`src/rtl/decoder_pkg.sv`:
```
// Shared widths, the one-hot select type and the index-to-one-hot helper
// for the LED column-select decoder.
package decoder_pkg;

    localparam int IN_W  = 3;
    localparam int OUT_W = 8;

    typedef logic [OUT_W-1:0] onehot_t;

    function automatic onehot_t onehot(input logic [IN_W-1:0] idx);
        onehot_t oh;
        oh = '0;
        for (int i = 0; i < OUT_W; i++) begin
            oh[i] = (idx == IN_W'(i));
        end
        return oh;
    endfunction

endpackage

```
`src/rtl/decoder_3_to_8_core.sv`:
```
// Combinational column index to one-hot select decode; every index is a
// legal code, so there is no out-of-range output.
module decoder_3_to_8_core
    import decoder_pkg::*;
(
    input  logic [IN_W-1:0] i_idx,
    output onehot_t         o_onehot
);

    assign o_onehot = onehot(i_idx);

endmodule

```
`src/rtl/decoder_3_to_8.sv`:
```
// Registered 3-to-8 column-select driver with enable and output polarity.
// Define DECODER_3_TO_8_BLANK_EN to insert one dark cycle on every column change.
module decoder_3_to_8
    import decoder_pkg::*;
#(
    parameter bit ACTIVE_LOW = 1'b0
) (
    input  logic            clk,
    input  logic            rst,
    input  logic            ena,
    input  logic [IN_W-1:0] in,
    output onehot_t         out,
    output logic [IN_W-1:0] sel_q,
    output logic            active
);

    localparam onehot_t POL_MASK = {OUT_W{ACTIVE_LOW}};

    onehot_t         w_dec;
    logic            w_blank;
    onehot_t         w_out_n;
    logic [IN_W-1:0] w_sel_n;
    logic            w_active_n;

    onehot_t         r_out;
    logic [IN_W-1:0] r_sel_q;
    logic            r_active;

    decoder_3_to_8_core u_core (
        .i_idx    (in),
        .o_onehot (w_dec)
    );

`ifdef DECODER_3_TO_8_BLANK_EN
    // Only a change while lit goes dark first; a decode after an idle cycle is immediate.
    assign w_blank = ena && r_active && (in != r_sel_q);
`else
    assign w_blank = 1'b0;
`endif

    always_comb begin
        w_out_n    = '0;
        w_sel_n    = r_sel_q;
        w_active_n = 1'b0;
        if (ena && !w_blank) begin
            w_out_n    = w_dec;
            w_sel_n    = in;
            w_active_n = 1'b1;
        end
    end

    // Polarity is folded in ahead of the register so the pins come straight off flops.
    always_ff @(posedge clk or posedge rst) begin
        if (rst) begin
            r_out    <= POL_MASK;
            r_sel_q  <= '0;
            r_active <= 1'b0;
        end else begin
            r_out    <= w_out_n ^ POL_MASK;
            r_sel_q  <= w_sel_n;
            r_active <= w_active_n;
        end
    end

    assign out    = r_out;
    assign sel_q  = r_sel_q;
    assign active = r_active;

endmodule

```
`config.mk`:
```
export PLATFORM = sky130hd
export DESIGN_NAME = decoder_3_to_8
export DESIGN_NICKNAME = d
export VERILOG_FILES = /design/src/rtl/decoder_pkg.sv /design/src/rtl/decoder_3_to_8_core.sv /design/src/rtl/decoder_3_to_8.sv
export SDC_FILE = /design/constraint.sdc
export NUM_CORES = 1
export LEC_CHECK = 0
export CAP_MARGIN = 10
export CORE_AREA = 5 5 42 44
export CTS_CLUSTER_SIZE = 16
export DETAILED_ROUTE_END_ITERATION = 12
export DIE_AREA = 0 0 47 49
export PLACE_DENSITY = 0.73
export REMOVE_ABC_BUFFERS = 1
export SYNTH_ARGS = -nofsm -noshare
export SYNTH_HDL_FRONTEND = slang
export SYNTH_HIERARCHICAL = 1
export SYNTH_SLANG_ARGS = --single-unit
```
`constraint.sdc`:
```
create_clock -name clk -period 0.9 [get_ports clk]
set_input_delay 0.18 -clock clk [delete_from_list [all_inputs] [get_ports clk]]
set_output_delay 0.18 -clock clk [all_outputs]
set_load 0.02 [all_outputs]
```
==> metrics, run 1 <==
minimum clock period 0.9757 ns; Max Root-Sink Buffers 2; Final ANT Viol Nets 0; synth warn 6; Core Region 0.001401 mm^2; RSZ-0062 raised after global routing true; post-synthesis cell type count 11; failing checks negative setup slack; Reg clk slew, reported paths 0.07 ns; CTS Buf Count 3; Critical R2R Launch sel_q[2]; r2r endpoint sel_q[2]; ant diodes 0; Clock Latency Late Sink 0.26 ns; Top delay family on crit path flip-flops; register area 300.3 um^2; Gate Count Post-Synth 33; Top Ports 18; CTS tree done; Area Overhead vs Synth 57.96%; DR vias 323; DRT Wirelength 816 um; Max Clk Rate 1025 MHz; top cell type's share of synthesized area 62.66%; DR pass1 iterations 3; relative slew slack 82.17%; top cells by area, synth dfrtp_1, and2_2, and3b_2; DR vias/cell 4.250; Setup crit end kind output pin; Worst Max-Slew Pin Slew 0.2675 ns; Final Hold Fails 0; total grt overflow 0; CP max stage cell dfrtp_1; drt initial violations 2; DRC violations left 0; Die ar. 0.002303 mm^2; Final Setup Violations 12; Reg2Reg Setup Slack 0.01 ns; maximum VDD drop 1105 uV; initial core utilization 34.20%; Max-Cap Viols 0; Static Leak 0.3928 nW; footprint of the multi-input gates 163.9 um^2; vias in the first global route 315; most frequent cell after synthesis dfrtp_1; final worst slack -0.07573 ns; hold buffer count at CTS 0; layout cells sized above 1 60.00%; CP Data Arrival Time 0.80 ns; GRT Total Usage 8.029%; max incr delay on CP 0.39 ns; Hold Crit Class input port to async pin; Final Wtd Congestion 0.7080; Filler cells 139; worst path required time 0.72 ns; period utilization 108.4%; largest net degree at the start of global routing 13; Worst Path Buf+Inv 1; Main synth FF type dfrtp_1; CP Max Fanout 2; Final HPWL DP 613.7 um; placement row count 14; Port Buf Inserts 17; Crit Path Category register to output pin; post-layout util 54.02%; Reg2Reg Depth 2; Seq/Total Area, Yosys 62.66%; area leader, netlist dfrtp_1; asr flop ratio synth 100.0%; htree depth 1; Netlist Area Pre-Place 479.2 um^2; Syn Area/Cell 14.52 um^2; Sink Count 12; Root Buffer clkbuf_4; initial antenna violation count 0; Hold WS 0.1944 ns; pwr dens 1568 mW/mm^2; DIE HEIGHT 49 um; global-route wire length before repair 1290 um; fin. max-slew vios 0; post-synthesis register bit count 12; Die Wd 47 um; crit start category register; Clock Skew 0 ns; Routed WL per cell 10.74 um; Final nets 67; EDFF count, synth 0; status finished, violations left; CP Cell Sequence buf_6; synth cell count leaders dfrtp_1, and2_2, and3b_2, nor3b_1
==> registers in the layout, indices dropped and copies added (netlist names) <==
name / flops
sel_q: 3
out: 8
active: 1
==> cell type report <==
| cell class | instances | share of cell area, % |
|---|---|---|
| flip-flops and latches | 12 | 39.67 |
| repair buffers | 24 | 30.74 |
| multi-input cells | 19 | 21.65 |
| clock buffers | 4 | 4.793 |
| well taps | 16 | 2.645 |
| inverters | 1 | 0.4959 |
==> logic make-up (layout without fill, tap and decap cells) <==
kind of cell | Yosys count | in the layout | synth area share (%)
muxes | 3 | 3 | 8.616
and+or+nand+nor | 16 | 16 | 25.59
buffers and inverters | 2 | 29 | 3.132
DFF | 12 | 12 | 62.66
==> metrics by stage <==
| step | instances | setup TNS [ns] | instance area, um^2 | power, mW | setup slack [ns] |
|---|---|---|---|---|---|
| 3_5_place_dp | 72 | -6.313 | 710.7 | 0.7862 | -0.3955 |
| 3_3_place_gp | 72 | -6.142 | 710.7 | 0.7844 | -0.3807 |
| 5_1_grt | 76 | -1.138 | 757.0 | 1.247 | -0.1144 |
| 6_report | 76 | -0.6680 | 757.0 | 1.187 | -0.07573 |
| 4_1_cts | 76 | -0.8588 | 757.0 | 1.210 | -0.09389 |
| 2_1_floorplan | 32 | 0 | 467.9 | 0.6636 | 0.06528 |
==> how the worst max path moves through the flow <==
stage	from	to	slack [ns]	depth (start not counted)
after floorplan	sel_q[0]	sel_q[0]	0.07	1
after global placement	in[0]	out[6]	-0.38	3
after detailed placement	in[0]	out[6]	-0.40	3
after CTS	sel_q[1]	sel_q[1]	-0.09	1
after global routing	sel_q[0]	sel_q[0]	-0.11	1
final	sel_q[1]	sel_q[1]	-0.08	1
==> routing by layer <==
| metal | track usage, % | vias to the layer above | wire [um] |
|---|---|---|---|
| met4 | 5.530 | 0 | 0 |
| met3 | 3.690 | 0 | 89 |
| li1 | - | 162 | - |
| met5 | 0 | - | 0 |
| met1 | 10.70 | 147 | 353 |
| met2 | 9.955 | 14 | 374 |
==> cell usage in the layout (no fill, tap or decap), types with 2 or more instances in the layout <==
cell           instances
dfrtp_1               12
dlygate4sd2_1          4
and2_1                 2
and2_2                 6
buf_6                 12
buf_4                  7
and3b_2                3
nor3b_1                3
clkbuf_4               3
mux2_4                 2
==> tightest hold or removal path, delay by kind of cell <==
kind / cells / cell delay (ns)
buffers and inverters: 3 / 0.64
==> timing repair <==
action	CTS	global route
resized for setup	76	0
setup endpoints to repair	23	13
buffers inserted	0	0
endpoints found under the hold margin	0	0
==> where the power goes <==
group	switching (mW)	internal, mW
Clock	0.164	0.246
Combinational	0.0844	0.114
Sequential	0.0151	0.564
Total	0.264	0.923
No activity file was read; power rests on OpenSTA's default activity.
==> run 2: changes to the inputs <==
CAP_MARGIN = 20   (was 10)
REMOVE_ABC_BUFFERS = not set   (was 1)
==> run 2 against run 1 <==
  * Combinational power increased by 4%
  * Critical path depth unchanged
  * Wire length increased by 19%
  * Die area unchanged
  * Sequential share of layout area increased by 0.73 points
  * Via count increased by 4.6%
  * Critical path type unchanged
  * Utilization decreased by 0.98 points
  * The flow still finishes with violations (negative setup slack)
==> metrics, run 2 (synthesized netlist as in run 1, its figures left out) <==
Worst Path Buf+Inv 1 (unchanged); status finished, violations left; CP Cell Sequence buf_6; Core Region 0.001401 mm^2 (unchanged); Port Buf Inserts 17 (unchanged); Die Wd 47 um (unchanged); max incr delay on CP 0.40 ns (about the same); CP max stage cell dfrtp_1; GRT Total Usage 9.929% (+1.9 points); Area Overhead vs Synth 55.09%; cell area after placement 703.2 um^2 (-1.1%); failing checks negative setup slack; CTS tree done; Reg clk slew, reported paths 0.06 ns (about the same); drt initial violations 4 (+2); Die ar. 0.002303 mm^2 (unchanged); Max Root-Sink Buffers 2 (unchanged); final worst slack -0.07867 ns (-0.002946 ns); pwr dens 1470 mW/mm^2 (-6.3%); Filler cells 129 (-7.2%); maximum VDD drop 957.7 uV (-13%); Top delay family on crit path flip-flops; final instance area 743.2 um^2 (-1.8%); initial antenna violation count 0 (unchanged); Reg2Reg Depth 2 (unchanged); Setup crit end kind output pin; Final ANT Viol Nets 0 (unchanged); Final Wtd Congestion 0.6563 (-7.3%); CP Data Arrival Time 0.80 ns (about the same); global-route wire length before repair 1566 um (+21%); commonest cells after routing, fill and taps aside dfrtp_1, buf_6, buf_4; pre-CTS setup slack -0.4164 ns (-0.02090 ns); Max Clk Rate 1022 MHz (-0.30%); Max-Cap Viols 0 (unchanged); DR pass1 iterations 2 (-1); ant diodes 0 (unchanged); fin. max-slew vios 0 (unchanged); placement row count 14 (unchanged); Sink Count 12 (unchanged); Final Setup Violations 12 (unchanged); Hold Crit Class input port to async pin; Final nets 67 (unchanged); Critical R2R Launch sel_q[2]; vias in the first global route 334 (+6.0%); CTS Buf Count 3 (unchanged); crit start category register; Worst Max-Slew Pin Slew 0.2753 ns (+0.007862 ns); period utilization 108.7% (+0.33 points); Root Buffer clkbuf_4; DR vias/cell 4.507 (+6.0%); r2r endpoint sel_q[2]; Top Ports 18 (unchanged); Final Hold Fails 0 (unchanged); RSZ-0062 raised after global routing true; Final HPWL DP 705.2 um (+15%); DIE HEIGHT 49 um (unchanged); layout cells sized above 1 59.32% (-0.68 points); total grt overflow 0 (unchanged); max FFs per register 8 (unchanged); minimum clock period 0.9787 ns (+0.002946 ns); hold buffer count at CTS 0 (unchanged); initial core utilization 34.20% (unchanged); CP Max Fanout 2 (unchanged); Reg2Reg Setup Slack 0 ns (about the same); relative slew slack 81.64% (-0.52 points); worst path required time 0.72 ns (about the same); DRT Wirelength 967 um (+19%); Routed WL per cell 12.89 um (+20%); DRC violations left 0 (unchanged); largest net degree at the start of global routing 13 (unchanged); DR vias 338 (+4.6%); Clock Latency Late Sink 0.26 ns (about the same); Static Leak 0.3857 nW (-1.8%); Syn Nets 39; htree depth 1 (unchanged); Clock Skew 0 ns (unchanged); post-layout util 53.04% (-0.98 points); Crit Path Category register to output pin
## run 2: metal layers
metal	part of all wire [%]	vias to the layer above	wire length, um	GRT usage, %
met2	58	10	558	15.61
met5	0	-	0	0
met3	8.0	0	77	6.642
met4	0	0	0	2.765
met1	34	167	331	10.57
li1	-	161	-	-
## run 2: worst max-delay path by stage
stage,from,cells after the start,slack [ns],end
floorplan,sel_q[0],1,0.07,sel_q[0]
global placement,ena,2,-0.41,sel_q[1]
detailed placement,ena,2,-0.42,sel_q[1]
CTS,sel_q[1],1,-0.09,sel_q[1]
global route,sel_q[1],1,-0.13,sel_q[1]
finish,sel_q[1],1,-0.08,sel_q[1]
## run 2: area by class of cell
type | instances | area, um^2 | area share, %
clock buffer | 3 | 22.52 | 3.030
multi-input combinational | 19 | 163.9 | 22.05
sequential | 12 | 300.3 | 40.40
timing repair buffer | 24 | 232.7 | 31.31
tap | 16 | 20.02 | 2.694
inverter | 1 | 3.754 | 0.5051
## run 2: power breakdown
group	internal, mW	switching (mW)	total (mW)
Sequential	0.564	0.0154	0.580
Clock	0.155	0.153	0.308
Combinational	0.116	0.0886	0.205
## run 2: timing repair
action | CTS | global route
setup buffers | 0 | 1
endpoints found under the setup margin | 23 | 13
gates resized for setup | 76 | 0
## run 2: stage by stage
| step | TNS, ns | hold slack, ns | instances | total power [mW] |
|---|---|---|---|---|
| 5_1_grt | -1.147 | 0.2159 | 75 | 1.164 |
| 2_1_floorplan | 0 | 0.04470 | 33 | 0.6719 |
| 3_5_place_dp | -6.385 | 0.4995 | 71 | 0.7860 |
| 3_3_place_gp | -6.287 | 0.4776 | 71 | 0.7823 |
| 6_report | -0.6244 | 0.2145 | 75 | 1.092 |
| 4_1_cts | -0.7401 | 0.2275 | 74 | 1.102 |
